## config.mk

```make
export PLATFORM = sky130hd
export DESIGN_NAME = count_seq_ctrl
export DESIGN_NICKNAME = d
export VERILOG_FILES = /design/src/rtl/count_seq_ctrl.sv
export SDC_FILE = /design/constraint.sdc
export NUM_CORES = 1
export LEC_CHECK = 0
export BUFFER_PORTS_ARGS = -buffer_cell sky130_fd_sc_hd__buf_4
export CORE_MARGIN = 3
export CORE_UTILIZATION = 60
export CTS_CLUSTER_SIZE = 8
export DETAILED_ROUTE_END_ITERATION = 10
export HOLD_SLACK_MARGIN = 0.02
export MAX_ROUTING_LAYER = met4
export PLACE_DENSITY = 0.88
export SYNTH_ARGS = -nofsm -noshare
export SYNTH_HDL_FRONTEND = slang
export SYNTH_SLANG_ARGS = --single-unit
```

## constraint.sdc

```tcl
create_clock -name clk -period 5.8 [get_ports clk]
set_input_delay 1.16 -clock clk [delete_from_list [all_inputs] [get_ports clk]]
set_output_delay 1.16 -clock clk [all_outputs]
set_load 0.05 [all_outputs]
```

## src/rtl/count_seq_ctrl.sv

```systemverilog
// Counter stage: count/reload registers, one-shot/auto-reload FSM, buffered terminal events.
// Optional macro COUNT_UPDOWN_EN adds an 'up' input for up-counting toward all-ones.
module count_seq_ctrl #(
    parameter int WIDTH     = 16,
    parameter int EVT_DEPTH = 4
) (
    input  logic             clk,
    input  logic             rst_n,
    input  logic             clr,
    input  logic             load,
    input  logic             en,
    input  logic [WIDTH-1:0] din,
    input  logic             auto_reload,
`ifdef COUNT_UPDOWN_EN
    input  logic             up,
`endif
    output logic [WIDTH-1:0] count,
    output logic             zero,
    output logic             busy,
    output logic             evt_valid,
    input  logic             evt_ready,
    output logic             evt_overflow
);

    localparam int PW = $clog2(EVT_DEPTH + 1);
    localparam logic [PW-1:0] PMAX = PW'(EVT_DEPTH);

    localparam logic [1:0] S_IDLE = 2'd0;
    localparam logic [1:0] S_RUN  = 2'd1;
    localparam logic [1:0] S_DONE = 2'd2;

    logic [1:0]       state;
    logic [1:0]       state_nxt;
    logic [WIDTH-1:0] count_nxt;
    logic [WIDTH-1:0] reload;
    logic [PW-1:0]    pend;
    logic [PW-1:0]    pend_nxt;
    logic             ovf_set;
    logic             dir_up;
    logic             at_term;
    logic             step;
    logic             gen;
    logic             hs;

`ifdef COUNT_UPDOWN_EN
    assign dir_up = up;
`else
    assign dir_up = 1'b0;
`endif

    assign at_term   = dir_up ? (count == '1) : (count == '0);
    assign step      = (state == S_RUN) & en & ~load & ~clr;
    assign gen       = step & at_term;
    assign hs        = evt_valid & evt_ready;

    assign zero      = (count == '0);
    assign busy      = (state == S_RUN);
    assign evt_valid = (pend != '0);

    // Next count/state: load wins over counting; terminal either reloads or halts.
    always_comb begin
        count_nxt = count;
        state_nxt = state;
        if (load) begin
            count_nxt = din;
            state_nxt = S_RUN;
        end else if (step) begin
            if (at_term) begin
                if (auto_reload) begin
                    count_nxt = reload;
                end else begin
                    state_nxt = S_DONE;
                end
            end else if (dir_up) begin
                count_nxt = count + 1'b1;
            end else begin
                count_nxt = count - 1'b1;
            end
        end
    end

    // Pending-event counter: simultaneous generate and accept cancel out.
    always_comb begin
        pend_nxt = pend;
        ovf_set  = 1'b0;
        if (gen && !hs) begin
            if (pend == PMAX) begin
                ovf_set = 1'b1;
            end else begin
                pend_nxt = pend + 1'b1;
            end
        end else if (hs && !gen) begin
            pend_nxt = pend - 1'b1;
        end
    end

    // Count, reload and FSM registers.
    always_ff @(posedge clk or negedge rst_n) begin
        if (!rst_n) begin
            count  <= '0;
            reload <= '0;
            state  <= S_IDLE;
        end else if (clr) begin
            count  <= '0;
            reload <= '0;
            state  <= S_IDLE;
        end else begin
            count <= count_nxt;
            state <= state_nxt;
            if (load) begin
                reload <= din;
            end
        end
    end

    // Event store and sticky overflow flag.
    always_ff @(posedge clk or negedge rst_n) begin
        if (!rst_n) begin
            pend         <= '0;
            evt_overflow <= 1'b0;
        end else if (clr) begin
            pend         <= '0;
            evt_overflow <= 1'b0;
        end else begin
            pend <= pend_nxt;
            if (ovf_set) begin
                evt_overflow <= 1'b1;
            end
        end
    end

endmodule

```

# Word-level counts from Yosys, hierarchy flattened
# Cells that the tools add are included.
word_totals:
  out_inout_bits: 20
  in_bits: 23
  word_cells: 54
  regBits: 38
op_classes:
  n_reduce_logical: 14
  bitwise_logic: 7
  add_sub_neg: 3
  n_eq_ne: 5
  n_mux: 20
ops:
  columns: ["cell", "count"]
  rows:
  - ["$mux 16", 7]
  - ["$logic_not 16->1", 1]
  - ["$sub 16x1->16 const B", 1]
  - ["$mux 3", 4]
  - ["$reduce_bool 3->1", 4]
  - ["$mux 2", 5]
  - ["$ne 3x3->1 const B", 2]
  - ["$and 1x1->1", 5]
  - ["$mux 1", 4]
  - ["$ne 4x4->1 const B", 1]
  - ["$reduce_and 2->1", 2]
  - ["$reduce_bool 2->1", 2]
  - ["$add 3x1->3 const B", 1]
  - ["$eq 3x3->1 const B", 1]
  - ["$reduce_and 3->1", 1]
  - ["$sub 3x1->3 const B", 1]
  - ["$eq 2x1->1 const B", 1]
  - ["$logic_and 1x1->1", 2]
  - ["$logic_not 1->1", 2]
  - ["$not 1->1", 2]

# Longest topological paths before layout
logic_depth:
  ltp_word: 10
  mapped_depth: 10
  depth_no_buf: 9

# Least setup slack after synthesis
# No wires, ideal clock.
synth_timing:
  path_kind: "flip-flop to output port"
  startpoint: "register count[10]"
  endpoint: "output zero"
  path_stages_with_launch: 6
  path_buffers: 2
  arrival_ns: 2.030
  path_slack_ns: 2.610
  required_time_ns: 4.640
  path_cell_list: "dfrtp_1 buf_6 or4_4 nand4b_4 clkinv_1 buf_2"
synth_between:
  elab_chain_cells: 1
synth_rtl:
  columns: ["item", "line", "text"]
  rows:
  - ["from (decl)", "17", "output logic [WIDTH-1:0] count,"]
  - ["from (signal assigned)", "108", "count <= count_nxt;"]
  - ["$logic_not 16->1", "56", "assign zero = (count == '0);"]
  - ["to (decl)", "18", "output logic zero,"]
# No other way between the ends.

# Worst setup path after layout
layout_timing:
  startpoint: "register count[4]"
  endpoint: "output zero"
# Same word-level chain as after synthesis.

==> flow_metrics.env <==
export IMPL_status="finished, final reports clean"
export IMPL_synth_compound_area_frac=0.194
export IMPL_num_vias=2175
export IMPL_yosys_register_bits=38
export IMPL_synth_mux_area_frac=0.0528
export IMPL_fillerInstances=275
export IMPL_gp_congestion=0.875
export IMPL_rsz0062_at_grt="no"
export IMPL_yosys_area_share_simple=0.255
export IMPL_synth_top_family_by_area="simple AND/OR/NAND/NOR gates"
export IMPL_wl_per_cell_um=16.5
export IMPL_post_cts_buffers=0
export IMPL_track_usage=0.280
export IMPL_drive_gt1_frac=0.201
export IMPL_worst_slack_ns=2.20
export IMPL_grt_pass1_wl_um=9360
export IMPL_synth_avg_cell_area_um2=8.71
export IMPL_overflow=0
export IMPL_criticalPathCategory="reg -> out"
export IMPL_timing_hold_violations_final=0
export IMPL_start_util=0.653
export IMPL_routed_wl_um=5660
export IMPL_syn_to_final_growth_pct=16.5
export IMPL_finClkSkew_ns=0.0131
export IMPL_synthXorXnorAreaFrac=0.0190
export IMPL_place_inst=337
export IMPL_critPathArrivalTime_ns=2.44
export IMPL_max_cap_violations=0
export IMPL_cts_max_level=2
export IMPL_drt_iter0_drc=265
export IMPL_synth_top_flop_cell="dfrtp_1"
export IMPL_insertion_delay_ns=0.30
export IMPL_grt_pass1_vias=2012
export IMPL_synthAdderAreaFrac=0.0196
export IMPL_cts_resized=0
export IMPL_cts_root_buf="clkbuf_8"
export IMPL_layout_commonest_cell="buf_4"
export IMPL_first_pass_iters=4
export IMPL_antenna_cells=0
export IMPL_grt_start_max_net_pins=42
export IMPL_setup_tns_ns=0
export IMPL_via_per_inst=6.32
export IMPL_cts_tree="built"
export IMPL_cp_max_fo=19
export IMPL_fp_dieH_um=67.9
export IMPL_floorplan_rows=21
export IMPL_port_buffers=42
export IMPL_syn_area_um2=2300
export IMPL_fin_crit_sh=0.620
export IMPL_ctsHoldBuffers=0
export IMPL_numCtsBuffers=5
export IMPL_final_cells=344
export IMPL_endpoint_kind="output pin"
export IMPL_final_util=0.761
export IMPL_final_max_slew_viol_count=0
export IMPL_antenna_left=0
export IMPL_cts_buffer_depth=2
export IMPL_synthArstFlopShare=1.00
export IMPL_final_cell_mix="42 x buf_4, 41 x nor2_1, 38 x dfrtp_1, 29 x a21oi_1, 24 x nand2_1"
export IMPL_worst_pin_slew_ns=0.666
export IMPL_finalSetupViolCount=0
export IMPL_clkTransAtPathRegs_ns=0.08
export IMPL_remaining_drc_errors=0
export IMPL_dp_hpwl_um=3860
export IMPL_nets=324
export IMPL_synth_edf_count=0
export IMPL_slew_headroom=0.556
export IMPL_die_area_um2=4610
export IMPL_power_leakage_uw=0.00123
export IMPL_critPathRequiredTime_ns=4.64
export IMPL_synth_nets=290
export IMPL_antenna_found_initial=0
export IMPL_pre_cts_slack_ns=2.37
export IMPL_ys_warnings_count=0
export IMPL_synth_seq_area_share=0.413
export IMPL_pin_count=43
export IMPL_ir_drop_mv=0.214
export IMPL_cp_start_kind="flip-flop"
export IMPL_power_density_nw_per_um2=269
export IMPL_clock_sinks=38
export IMPL_synth_cell_types=54
export IMPL_fmax_mhz=278
export IMPL_hold_path_class="reg -> reg"
export IMPL_die_w_um=67.9
export IMPL_post_route_min_period_ns=3.60
export IMPL_core_area_um2=3520
export IMPL_synthCells=264
[area by class of cell]
type                            count  area [um^2]  share of cell area
Clock buffer                        7         76.3              0.0285
Inverter                           10         37.5              0.0140
Multi-Input combinational cell    201         1240               0.464
Sequential cell                    38          951               0.355
Tap cell                           46         57.6              0.0215
Timing Repair Buffer               42          315               0.118
[through the flow]
step | hold slack [ns] | area (um^2) | total power (uW)
final | 0.521 | 2680 | 721
after global routing | 0.548 | 2680 | 756
after CTS | 0.519 | 2680 | 720
after detailed placement | 0.503 | 2600 | 548
after global placement | 0.490 | 2600 | 540
after floorplan | 0.476 | 2300 | 480
[power by group]
part           total, uW  switching (uW)  internal [uW]  leakage [uW]
registers            314            28.7            286      0.000504
logic                231             144           86.6      0.000684
clock network        176            92.8           82.8     0.0000383
total                721             266            455       0.00123
[synthesized netlist by cell type, drive strengths merged, types with 3 or more instances]
| cell type | n | area, um^2 |
|---|---|---|
| nand2 | 24 | 90.1 |
| nand3 | 5 | 25.0 |
| nor4 | 4 | 31.3 |
| clkbuf | 7 | 26.3 |
| buf | 8 | 42.5 |
| o22ai | 5 | 31.3 |
| nor3 | 13 | 86.3 |
| inv | 9 | 33.8 |
| or3 | 4 | 25.0 |
| nor2 | 41 | 154 |
| a211oi | 3 | 22.5 |
| o221ai | 4 | 35.0 |
| mux2i | 11 | 110 |
| dfrtp | 38 | 951 |
| a21oi | 29 | 145 |
| o21ai | 10 | 53.8 |
| or4 | 7 | 67.6 |
| a31oi | 3 | 18.8 |
| xnor2 | 3 | 26.3 |
[cells by family after synthesis]
logic type / Yosys count
flip-flops: 38
multiplexers: 12
AO/OA/AOI/OAI: 71
XOR/XNOR: 5
AND/OR/NAND/NOR: 110
buffers and inverters: 25
adder cells (fa/ha/maj): 3
[worst paths after layout]
kind	startpoint	to	slack, ns	cells past startpoint
worst max-delay path	count[4]	zero	2.20	4
worst min-delay path	reload[11]	reload[11]	0.52	2
worst max register to register	count[0]	count[7]	3.04	9
worst min register to register	reload[11]	reload[11]	0.52	2
max in group asynchronous	rst_n	reload[9]	4.63	1
min in group asynchronous	rst_n	count[6]	0.81	1
[per-layer routing]
layer	GRT usage	wire length, um	up-vias
met2	0.422	2630	115
met3	0.0755	527	18
met1	0.353	2370	1022
met4	0.129	135	0
li1	-	-	1020
met5	-	0	-
[state kept, by name, indices dropped and copies added (netlist names)]
signal	cells
count	16
evt_overflow	1
pend	3
reload	16
state	2
[critical path, cell delays in order, from the launching register on]
cell      delay [ns]
dfrtp_1         0.47
nor4_2          0.61
nand4b_4        0.35
clkinv_1        0.44
buf_4           0.28
Power figures use the tool's default switching activity.
